--- config.mk ---
export PLATFORM = sky130hd
export DESIGN_NAME = board_renderer
export DESIGN_NICKNAME = d
export VERILOG_FILES = /design/src/rtl/board_renderer.sv
export SDC_FILE = /design/constraint.sdc
export NUM_CORES = 1
export LEC_CHECK = 0
export CAP_MARGIN = 40
export CELL_PAD_IN_SITES_DETAIL_PLACEMENT = 0
export CELL_PAD_IN_SITES_GLOBAL_PLACEMENT = 1
export CORE_ASPECT_RATIO = 0.75
export CORE_MARGIN = 4
export CORE_UTILIZATION = 51
export DETAILED_ROUTE_END_ITERATION = 6
export DONT_BUFFER_PORTS = 1
export GPL_ROUTABILITY_DRIVEN = 0
export PLACE_DENSITY_LB_ADDON = 0.1
export RECOVER_POWER = 25
export SLEW_MARGIN = 20
export SYNTH_ARGS = -nofsm -noshare
export SYNTH_HDL_FRONTEND = slang
export SYNTH_SLANG_ARGS = --single-unit
--- constraint.sdc ---
create_clock -name clk -period 15.3 [get_ports clk]
set_clock_uncertainty 0.2 [all_clocks]
set_input_delay 3.06 -clock clk [delete_from_list [all_inputs] [get_ports clk]]
set_output_delay 3.06 -clock clk [all_outputs]
set_load 0.01 [all_outputs]
--- src/rtl/board_renderer.sv ---
// Renders the 10x10 game board, cursor, turns bar and win/lose effects from VGA counters.
// Two-stage pipeline: rgb/in_grid are valid exactly 2 clk after hcount/vcount/bright.
module board_renderer #(
  parameter int GRID_X0      = 120,
  parameter int GRID_Y0      = 40,
  parameter int CELL         = 40,
  parameter int BLINK_FRAMES = 16
) (
  input  logic         clk,
  input  logic         reset,
  input  logic [9:0]   hcount,
  input  logic [9:0]   vcount,
  input  logic         bright,
  input  logic [199:0] cell_status_flat,
  input  logic [3:0]   sprite_row,
  input  logic [3:0]   sprite_col,
  input  logic [4:0]   turns_left,
  input  logic         win,
  input  logic         lose,
  output logic [11:0]  rgb,
  output logic         in_grid
);

  localparam int GW = 10 * CELL;
  localparam int BW = (BLINK_FRAMES > 1) ? $clog2(BLINK_FRAMES) : 1;
  localparam int BAR_Y0 = GRID_Y0 + GW + 8;

  logic [3:0] col_n, row_n, col_q, row_q, tl;
  logic [5:0] xoff_n, yoff_n, xoff_q, yoff_q;
  logic       in_x_n, in_y_n, in_grid_q, bright_q, bar_n, bar_q;
  logic       at_origin, at_origin_d, tick, blink_on;
  logic [BW-1:0] blink_cnt;

  // Cell index from a comparator chain against the cell boundaries.
  always_comb begin
    col_n = '0;
    row_n = '0;
    for (int k = 1; k < 10; k++) begin
      if (int'(hcount) >= GRID_X0 + k * CELL) col_n = col_n + 4'd1;
      if (int'(vcount) >= GRID_Y0 + k * CELL) row_n = row_n + 4'd1;
    end
    xoff_n = 6'(int'(hcount) - GRID_X0 - int'(col_n) * CELL);
    yoff_n = 6'(int'(vcount) - GRID_Y0 - int'(row_n) * CELL);
    in_x_n = (int'(hcount) >= GRID_X0) && (int'(hcount) < GRID_X0 + GW);
    in_y_n = (int'(vcount) >= GRID_Y0) && (int'(vcount) < GRID_Y0 + GW);
    tl     = (turns_left > 5'd15) ? 4'd15 : turns_left[3:0];
    bar_n  = (int'(vcount) >= BAR_Y0) && (int'(vcount) < BAR_Y0 + 8) &&
             (int'(hcount) >= GRID_X0) && (int'(hcount) < GRID_X0 + int'(tl) * 8);
  end

  assign at_origin = (hcount == 10'd0) && (vcount == 10'd0);
  assign tick      = at_origin & ~at_origin_d;

  logic [7:0]  sbase;
  logic [1:0]  status;
  logic        ring, cursor_cell;
  logic [11:0] rgb_n;

  always_comb begin
    sbase       = 8'((int'(row_q) * 10 + int'(col_q)) * 2);
    status      = cell_status_flat[sbase +: 2];
    ring        = (xoff_q == 6'd1) || (xoff_q == 6'd2) ||
                  (xoff_q == 6'(CELL - 2)) || (xoff_q == 6'(CELL - 1)) ||
                  (yoff_q == 6'd1) || (yoff_q == 6'd2) ||
                  (yoff_q == 6'(CELL - 2)) || (yoff_q == 6'(CELL - 1));
    // row_q/col_q never exceed 9, so an off-board sprite never matches.
    cursor_cell = (row_q == sprite_row) && (col_q == sprite_col);
    rgb_n       = 12'h000;
    if (!bright_q)
      rgb_n = 12'h000;
    else if (in_grid_q && (xoff_q == 6'd0 || yoff_q == 6'd0))
      rgb_n = 12'hFFF;
    else if (in_grid_q && cursor_cell && blink_on && !win && !lose && ring)
      rgb_n = 12'hFF0;
    else if (in_grid_q) begin
      case (status)
        2'b00:   rgb_n = lose ? 12'h400 : 12'h008;
        2'b01:   rgb_n = 12'h888;
        2'b10:   rgb_n = 12'hF00;
        default: rgb_n = (win && blink_on) ? 12'hF80 : 12'h840;
      endcase
    end else if (bar_q)
      rgb_n = 12'h0F0;
  end

  always_ff @(posedge clk) begin
    if (reset) begin
      col_q       <= '0;
      row_q       <= '0;
      xoff_q      <= '0;
      yoff_q      <= '0;
      in_grid_q   <= 1'b0;
      bright_q    <= 1'b0;
      bar_q       <= 1'b0;
      rgb         <= 12'h000;
      in_grid     <= 1'b0;
      at_origin_d <= 1'b0;
      blink_cnt   <= '0;
      blink_on    <= 1'b1;
    end else begin
      col_q       <= col_n;
      row_q       <= row_n;
      xoff_q      <= xoff_n;
      yoff_q      <= yoff_n;
      in_grid_q   <= in_x_n & in_y_n;
      bright_q    <= bright;
      bar_q       <= bar_n;
      rgb         <= rgb_n;
      in_grid     <= in_grid_q;
      at_origin_d <= at_origin;
      if (tick) begin
        if (blink_cnt == BW'(BLINK_FRAMES - 1)) begin
          blink_cnt <= '0;
          blink_on  <= ~blink_on;
        end else begin
          blink_cnt <= blink_cnt + 1'b1;
        end
      end
    end
  end

endmodule

Yosys cells after proc, flatten, opt, wreduce, memory -nomap -nowiden
Cells that the tools add are included.

storage, ports and cells
  register bits = 42
  output and inout bits = 13
  word-level logic and storage cells = 141

cells by class
  add/sub/neg operators = 23
  multipliers = 3
  $lt $le $gt $ge = 26
  equality and inequality tests = 13
  shift operators = 1
  mux-type cells = 27
  bitwise operators = 5
  reduce and logical (&&, ||, !) cells = 31

operators by type and width
  operator                                                                 number
  200-bit by 9-bit indexed part select with 2-bit output                   1
  10-bit by 9-bit >= comparator with 1-bit output (second input constant)  11
  4-bit two-way mux                                                        18
  4-bit by 1-bit adder with 4-bit output (second input constant)           17
  10-bit by 8-bit >= comparator with 1-bit output (second input constant)  6
  12-bit two-way mux                                                       3
  12-bit case mux with 3 select lines                                      1
  10-bit by 7-bit >= comparator with 1-bit output (second input constant)  3
  6-bit equality test (second input constant)                              4
  11-bit two-way mux                                                       2
  10-bit zero test                                                         2
  10-bit by 9-bit < comparator with 1-bit output (second input constant)   2
  1-bit logical AND                                                        14
  6-bit by 1-bit equality test with 1-bit output (second input constant)   2
  6-bit by 2-bit equality test with 1-bit output (second input constant)   2
  6-bit zero test                                                          2
  6-bit subtractor                                                         2
  6-bit subtractor (second input constant)                                 2
  10-bit by 6-bit >= comparator with 1-bit output (second input constant)  1
  10-bit < comparator (second input constant)                              1
  10-bit by 8-bit < comparator with 1-bit output                           1
  7-bit by 7-bit adder with 8-bit output (first input constant)            1
  4-bit equality test                                                      2
  1-bit logical OR                                                         8
  other kinds (15)                                                         21

Depth between registers and ports, before layout
Gate-level depths: netlist of the first run.

  depth in word-level cells = 20
  depth in mapped cells = 34
  gate-level depth less buffers = 33

Least setup slack after synthesis of the first run
Ideal clock, no wire load.

  path type = input -> register
  start point = input port vcount[9]
  end point = register yoff_q[5]
  library setup time = 0.128 ns
  arrival time = 8.979 ns
  path slack = 5.993 ns
  stages on the path = 34
  path buffers = 1
  cell sequence = buf_2 -> or2_2 -> nor2_1 -> and2_1 -> inv_1 -> ha_1 -> nor3b_1 -> nor2_1 -> ha_1 -> o21ai_0 -> o31ai_1 -> ha_1 -> mux2_2 -> ha_1 -> mux2_2 -> ha_1 -> nor2b_1 -> o21ba_2 -> ha_1 -> mux2i_1 -> inv_1 -> ha_1 -> nor2_1 -> a21oi_1 -> ha_1 -> inv_1 -> ha_1 -> o21a_1 -> nor2_1 -> xnor2_1 -> a2111oi_0 -> nor2_1 -> xnor2_1 -> nor2_1

between the ends
  longest elaborated chain between the ends = 20

ends and longest elaborated chain
  item                                             RTL line  text
  start: declaration                               12        input logic [9:0] vcount,
  10-bit by 7-bit >= comparator with 1-bit output  40        if (int'(vcount) >= GRID_Y0 + k * CELL) row_n = row_n + 4'd1;
  1-bit two-way mux                                40
  4-bit by 1-bit adder with 4-bit output           40
  4-bit two-way mux                                40
  4-bit by 1-bit adder with 4-bit output           40
  4-bit two-way mux                                40
  4-bit by 1-bit adder with 4-bit output           40
  4-bit two-way mux                                40
  (+5 left out)                                    -
  4-bit two-way mux                                40
  4-bit by 1-bit adder with 4-bit output           40
  4-bit two-way mux                                40
  4-bit by 1-bit adder with 4-bit output           40
  4-bit two-way mux *                              40
  via row_n[1]                                     28        logic [3:0] col_n, row_n, col_q, row_q, tl;
  4-bit by 3-bit multiplier with 3-bit output *    43        yoff_n = 6'(int'(vcount) - GRID_Y0 - int'(row_n) * CELL);
  6-bit subtractor *                               43
  end signal: assignment                           104       yoff_q <= yoff_n;
  end: declaration                                 29        logic [5:0] xoff_n, yoff_n, xoff_q, yoff_q;

The timed path passes the listed nets; every way through them passes the cells marked *.
A chain may end at the register's enable or synchronous reset.

Worst setup path after layout of the first run
Ends and elaborated chain as after synthesis.

==> results.cfg, run 1 <==
[floorplanning]
rows = 32
die_w_um = 126
die-height_um = 96.8
io_pins = 251
start_util = 0.521
core_um2 = 10300
die_area_um2 = 12200

[clock_tree]
cts_hold_buf = 0
insertion_delay_ps = 280
cts.sinks = 38
clk_pin_slew_ps = 60
cts_max_level = 2
cts_root_buf = clkbuf_16
post_cts_resized = 0
ctsLongestPathBuffers = 2
numCtsBuffers = 5
tritoncts = done
post_cts_buffers = 0

[placement]
pre_cts_ws_ps = 5670
io_buffers = 0
hpwl_um = 13100
dpl_cell_area_um2 = 5420

[routing]
vias = 4589
drtIter0Drc = 306
ant_nets = 0
via_per_inst = 6.57
drc = 0
drt-wirelength-per-cell_um = 22.2
dr.pass1.iters = 5
drt-total-wl_um = 15500

[run_status]
outcome = completed

[setup_path]
cpPeakStageDelay_ps = 380
crit_type = in2reg
critPathRequiredTime_ps = 15270
setup.worst_path.end_class = flip-flop
critPathMaxFanout = 10
critPathMostFrequentCell = ha_1
slowest_stage = a2111oi_0
worstPathArrival_ps = 9370
worstSetupStartpointType = input pin

[synth]
synth_cell_types = 73
syn_inst = 590
synth_top_family_by_area = multiplexers
avgSynthCellArea_um2 = 9.08
synthXorXnorAreaFrac = 0.108
synth_most_common_cell = nand2_1
synth_area_leaders = mux4_2 23%, dfxtp_1 14%, ha_1 9.8%
synthAdderAreaFrac = 0.106
synth.area.mux_share = 0.250
synthFlopType = dfxtp_1
synth_compound_area_frac = 0.148
synth_simple_gate_area_frac = 0.192
synth_top_area_share = 0.227
ys_warn_count = 0
async_reset_ff_frac = 0
syn_area_um2 = 5360
synth_edf_count = 0
synth_area_leader_cell = mux4_2
yosysSeqAreaShare = 0.142
synth_seq_cells = 38
synth_fp_nets = 872
synth_commonest_cells = 58 x nand2_1, 54 x mux4_2, 50 x nor2_1, 42 x ha_1, 38 x dfxtp_1

[timing]
fin_ws_ps = 5900
max_freq_ghz = 0.106
setup_viol = 0
relSlewSlack = 0.462
min_period_ps = 9400
hold_violations = 0
worstMarginPinSlew_ps = 807
holdWs_ps = 315
fin_tns_setup_ps = 0
final_max_slew_viol_count = 0
rsz0062_at_grt = false
timing.final.crit_share = 0.614

[global_routing]
antenna_found_initial = 0
grt_pass1_wl_um = 24300
grt_max_degree = 37
grt_usage = 0.244
grt_pass1_vias = 4556
gr-total-overflow = 0

[pwr]
powerDensity_nw_per_um2 = 159
combPwrFrac = 0.710
clkPwrFrac = 0.143
power_frac_seq = 0.147
vdd_drop_max_mv = 0.0773
switchingPower_mw = 0.399
netSwitchingFraction = 0.448
p_leak_nw = 2.22
internal_power_mw = 0.491

[layout]
finalNetCount = 844
drive_gt1_frac = 0.146
fin_util = 0.545
antenna-diode-count = 0
area_growth_pct = 4.60
finalInstanceArea_um2 = 5610

[hold_path]
hold_class = reg2reg

[flow_run]
max_cap_violations = 0
## registers in the layout, indices dropped and copies added (netlist names)
name and cells:
in_grid 1, blink_on 1, blink_cnt 4, at_origin_d 1
rgb 8, yoff_q 6, bright_q 1, bar_q 1
xoff_q 6, row_q 4, in_grid_q 1, col_q 4
## final timing paths
kind	start	end	slack, ps	depth (start not counted)
worst max register to register	row_q[1]$_SDFF_PP0_	rgb[10]$_SDFF_PP0_	11370	12
worst min-delay path	blink_cnt[3]$_SDFFE_PP0P_	blink_cnt[3]$_SDFFE_PP0P_	310	2
worst min register to register	blink_cnt[3]$_SDFFE_PP0P_	blink_cnt[3]$_SDFFE_PP0P_	310	2
worst max-delay path	vcount[9]	yoff_q[5]$_SDFF_PP0_	5900	33
## worst max-delay path, delay by kind of cell
family / cells / cell delay [ps]
fa+ha+maj: 9 / 2550
simple gates: 10 / 1580
compound gates: 6 / 950
mux: 3 / 830
xor+xnor: 2 / 230
buf+inv: 3 / 160
## cells by family (layout without fill, tap and decap cells)
kind of cell / count (synthesis) / after routing
buffers and inverters: 66 / 39
AO/OA/AOI/OAI: 108 / 108
adder cells (fa/ha/maj): 44 / 44
AND/OR/NAND/NOR: 210 / 210
XOR/XNOR: 58 / 58
multiplexers: 66 / 66
flip-flops: 38 / 38
## cells in the final DEF (no fill, tap or decap), types with 3 or more instances in the layout
cell type and count:
mux2i_1 9, a21oi_1 17, nand2b_1 5, clkbuf_16 6, a21boi_0 5, and2_1 3, nor2_1 50, o211a_1 5
a22oi_1 4, ha_1 41, a31oi_1 7, xor2_1 20, nand4_1 13, o21a_1 6, or2_2 4, mux4_2 54
nor2b_1 13, o21bai_1 3, o21ai_0 17, or3_1 5, a211oi_1 3, inv_1 27, dfxtp_1 37, nor4_1 3
nand3_1 15, nor3b_1 4, xnor2_1 32, xnor3_1 5, nor3_1 20, nand2_1 58, a21o_1 7, and3_1 5
## power groups by stage
stage	sequential, mW	clock (mW)	combinational, mW
floorplan	0.125	0	0.502
global placement	0.139	0	0.593
detailed placement	0.134	0	0.620
CTS	0.131	0.129	0.625
global route	0.134	0.133	0.695
finish	0.131	0.127	0.632
## stage by stage
stage               power (mW)  std cells
detailed placement       0.754        691
global placement         0.732        688
global route             0.963        699
finish                   0.890        699
floorplan                0.627        590
CTS                      0.886        699
## layout make-up
class | instances | area, µm²
clock buffers | 6 | 150
inverters | 27 | 101
multi-input cells | 486 | 4320
clock inverters | 2 | 38.8
fillers | 923 | 4680
flip-flops and latches | 38 | 764
repair buffers | 4 | 66.3
well taps | 136 | 170
## routing by layer
| layer | track usage | share of wire | routed length, µm | vias up |
|---|---|---|---|---|
| li1 | - | - | - | 2150 |
| met4 | 0.0272 | 0.0092 | 143 | 0 |
| met1 | 0.333 | 0.43 | 6670 | 2219 |
| met3 | 0.0596 | 0.082 | 1280 | 14 |
| met5 | 0 | 0 | 0 | - |
| met2 | 0.407 | 0.48 | 7420 | 206 |
(Power assumes the default switching activity.)
==> inputs of run 2 (changes only) <==
- CORE_UTILIZATION: 51 -> 43
- clock period: 15.3 -> 8.4 ns (I/O delays scaled with it)
==> run 2 against run 1 <==
First-iteration DRC count fell by 26%. Non-clock buffer count rose by 1. Sequential share of layout area barely moved. Cell count rose by 4.4%. Global-route usage fell by 4.0 points. Critical path depth did not move. Sequential power rose by 82%. Largest cell class unchanged.
==> results.cfg, run 2 (synthesis gave the netlist of run 1 again) <==
[run_status]
outcome = completed

[clock_tree]
clk_pin_slew_ps = 60
numCtsBuffers = 5
cts.sinks = 38
cts_hold_buf = 0
cts_root_buf = clkbuf_16
cts_max_level = 2
tritoncts = done
ctsLongestPathBuffers = 2
insertion_delay_ps = 280

[setup_path]
rr_worst_depth = 12
crit_type = in2reg
critPathRequiredTime_ps = 8370
setup.worst_path.end_class = flip-flop
reg2reg_slack_ps = 4570
slowest_stage = a2111oi_1
worstPathArrival_ps = 7900
r2r-start = row_q[1]$_SDFF_PP0_
r2r_end = rgb[10]$_SDFF_PP0_
critPathMostFrequentCell = ha_1
worstSetupStartpointType = input pin
cpPeakStageDelay_ps = 350
critPathMaxFanout = 10

[routing]
ant_nets = 0
via_per_inst = 6.03
drt-wirelength-per-cell_um = 20.8
dr.pass1.iters = 5
drt-total-wl_um = 15200
vias = 4403
drc = 0
drtIter0Drc = 225

[timing]
max_freq_ghz = 0.126
rsz0062_at_grt = false
holdWs_ps = 315
final_max_slew_viol_count = 0
timing.final.crit_share = 0.944
worstMarginPinSlew_ps = 824
setup_viol = 0
relSlewSlack = 0.450
min_period_ps = 7930
fin_tns_setup_ps = 0
hold_violations = 0

[pwr]
vdd_drop_max_mv = 0.143
powerDensity_nw_per_um2 = 279
p_leak_nw = 2.20

[layout]
final_common_cell = nand2_1
finalNetCount = 845
final_cell_mix = 58 x nand2_1, 54 x mux4_2, 50 x nor2_1
antenna-diode-count = 0
drive_gt1_frac = 0.151
regMostFlops = rgb
fillers = 1169
largest_reg_flops = 8
top_regs = rgb: 8 flops, xoff_q: 6 flops, yoff_q: 6 flops
area_growth_pct = 4.86

[floorplanning]
die_w_um = 137
rows = 35
die_area_um2 = 14300
start_util = 0.439
core_um2 = 12200
io_pins = 251
die-height_um = 105

[global_routing]
grt_usage = 0.204
antenna_found_initial = 1
gr-total-overflow = 0
grt_pass1_vias = 4382
grt_max_degree = 37
grt_pass1_wl_um = 23400

[hold_path]
min_path_cells = 2
hold_class = reg2reg
hold_end = blink_cnt[3]$_SDFFE_PP0P_
hp-start = blink_cnt[3]$_SDFFE_PP0P_

[placement]
hpwl_um = 12900
io_buffers = 0

[flow_run]
max_cap_violations = 0
## run 2: cell count changes in the layout (fill, tap and decap cells not counted), sizes merged
cell      change
buf           +1
bufinv        -1
clkinvlp      +1
## run 2: worst max-delay path by stage
stage / slack, ps / depth (start not counted) / start / to
2_1_floorplan: 470 / 34 / vcount[9] / yoff_q[5]$_SDFF_PP0_
3_3_place_gp: 330 / 33 / vcount[9] / yoff_q[5]$_SDFF_PP0_
3_5_place_dp: 150 / 33 / vcount[9] / yoff_q[5]$_SDFF_PP0_
4_1_cts: 400 / 33 / vcount[9] / yoff_q[5]$_SDFF_PP0_
5_1_grt: 7 / 33 / vcount[9] / yoff_q[5]$_SDFF_PP0_
6_report: 470 / 33 / vcount[9] / yoff_q[5]$_SDFF_PP0_
## run 2: per-stage QoR
stage / setup WS [ps] / cell area [µm²] / instances / utilization / power [mW]
2_1_floorplan: 473 / 5360 / 590 / - / 1.14
3_3_place_gp: 334 / 5410 / 720 / 0.443 / 1.36
3_5_place_dp: 153 / 5460 / 722 / 0.447 / 1.38
4_1_cts: 400 / 5610 / 730 / 0.459 / 1.57
5_1_grt: 7.15 / 5620 / 730 / 0.460 / 1.72
6_report: 471 / 5620 / 730 / 0.460 / 1.57
## run 2: what timing repair did
action,in CTS,in global routing
setup buffers,0,0
setup endpoints to repair,0,1
gates resized for setup,0,3
## run 2: area by class of cell
type                            instances  area (µm²)  area share
Inverter                               27         101      0.0180
Clock inverter                          2        12.5     0.00223
Sequential cell                        38         764       0.136
Clock buffer                            6         139      0.0247
Multi-Input combinational cell        486        4330       0.770
Tap cell                              166         208      0.0370
Timing Repair Buffer                    5        70.1      0.0125
## run 2: report_power, final
group | leakage [nW] | total (mW) | internal, mW | switching [mW]
clock | 0.0729 | 0.185 | 0.117 | 0.0681
sequential | 0.313 | 0.238 | 0.208 | 0.0306
combinational | 1.82 | 1.14 | 0.526 | 0.616
total | 2.20 | 1.57 | 0.851 | 0.715
## run 2: layer usage
| layer | part of all wire | GRT usage | vias to the layer above |
|---|---|---|---|
| met5 | 0.00086 | 0 | - |
| li1 | - | - | 2159 |
| met4 | 0.0040 | 0.0164 | 2 |
| met2 | 0.47 | 0.328 | 166 |
| met1 | 0.44 | 0.287 | 2067 |
| met3 | 0.077 | 0.0544 | 9 |
## run 2: worst max-delay path: cells and delay by family
| kind | cells | cell delay [ps] |
|---|---|---|
| AO/OA/AOI/OAI | 6 | 930 |
| XOR/XNOR | 2 | 230 |
| adder cells (fa/ha/maj) | 9 | 2550 |
| buffers and inverters | 3 | 160 |
| multiplexers | 3 | 790 |
| AND/OR/NAND/NOR | 10 | 1560 |
==> inputs of run 3 (changes only) <==
- ABC_CLOCK_PERIOD_IN_PS: default -> 8400
==> results of run 3 <==
The final DEF is identical to that of run 2; final timing and power are the same.
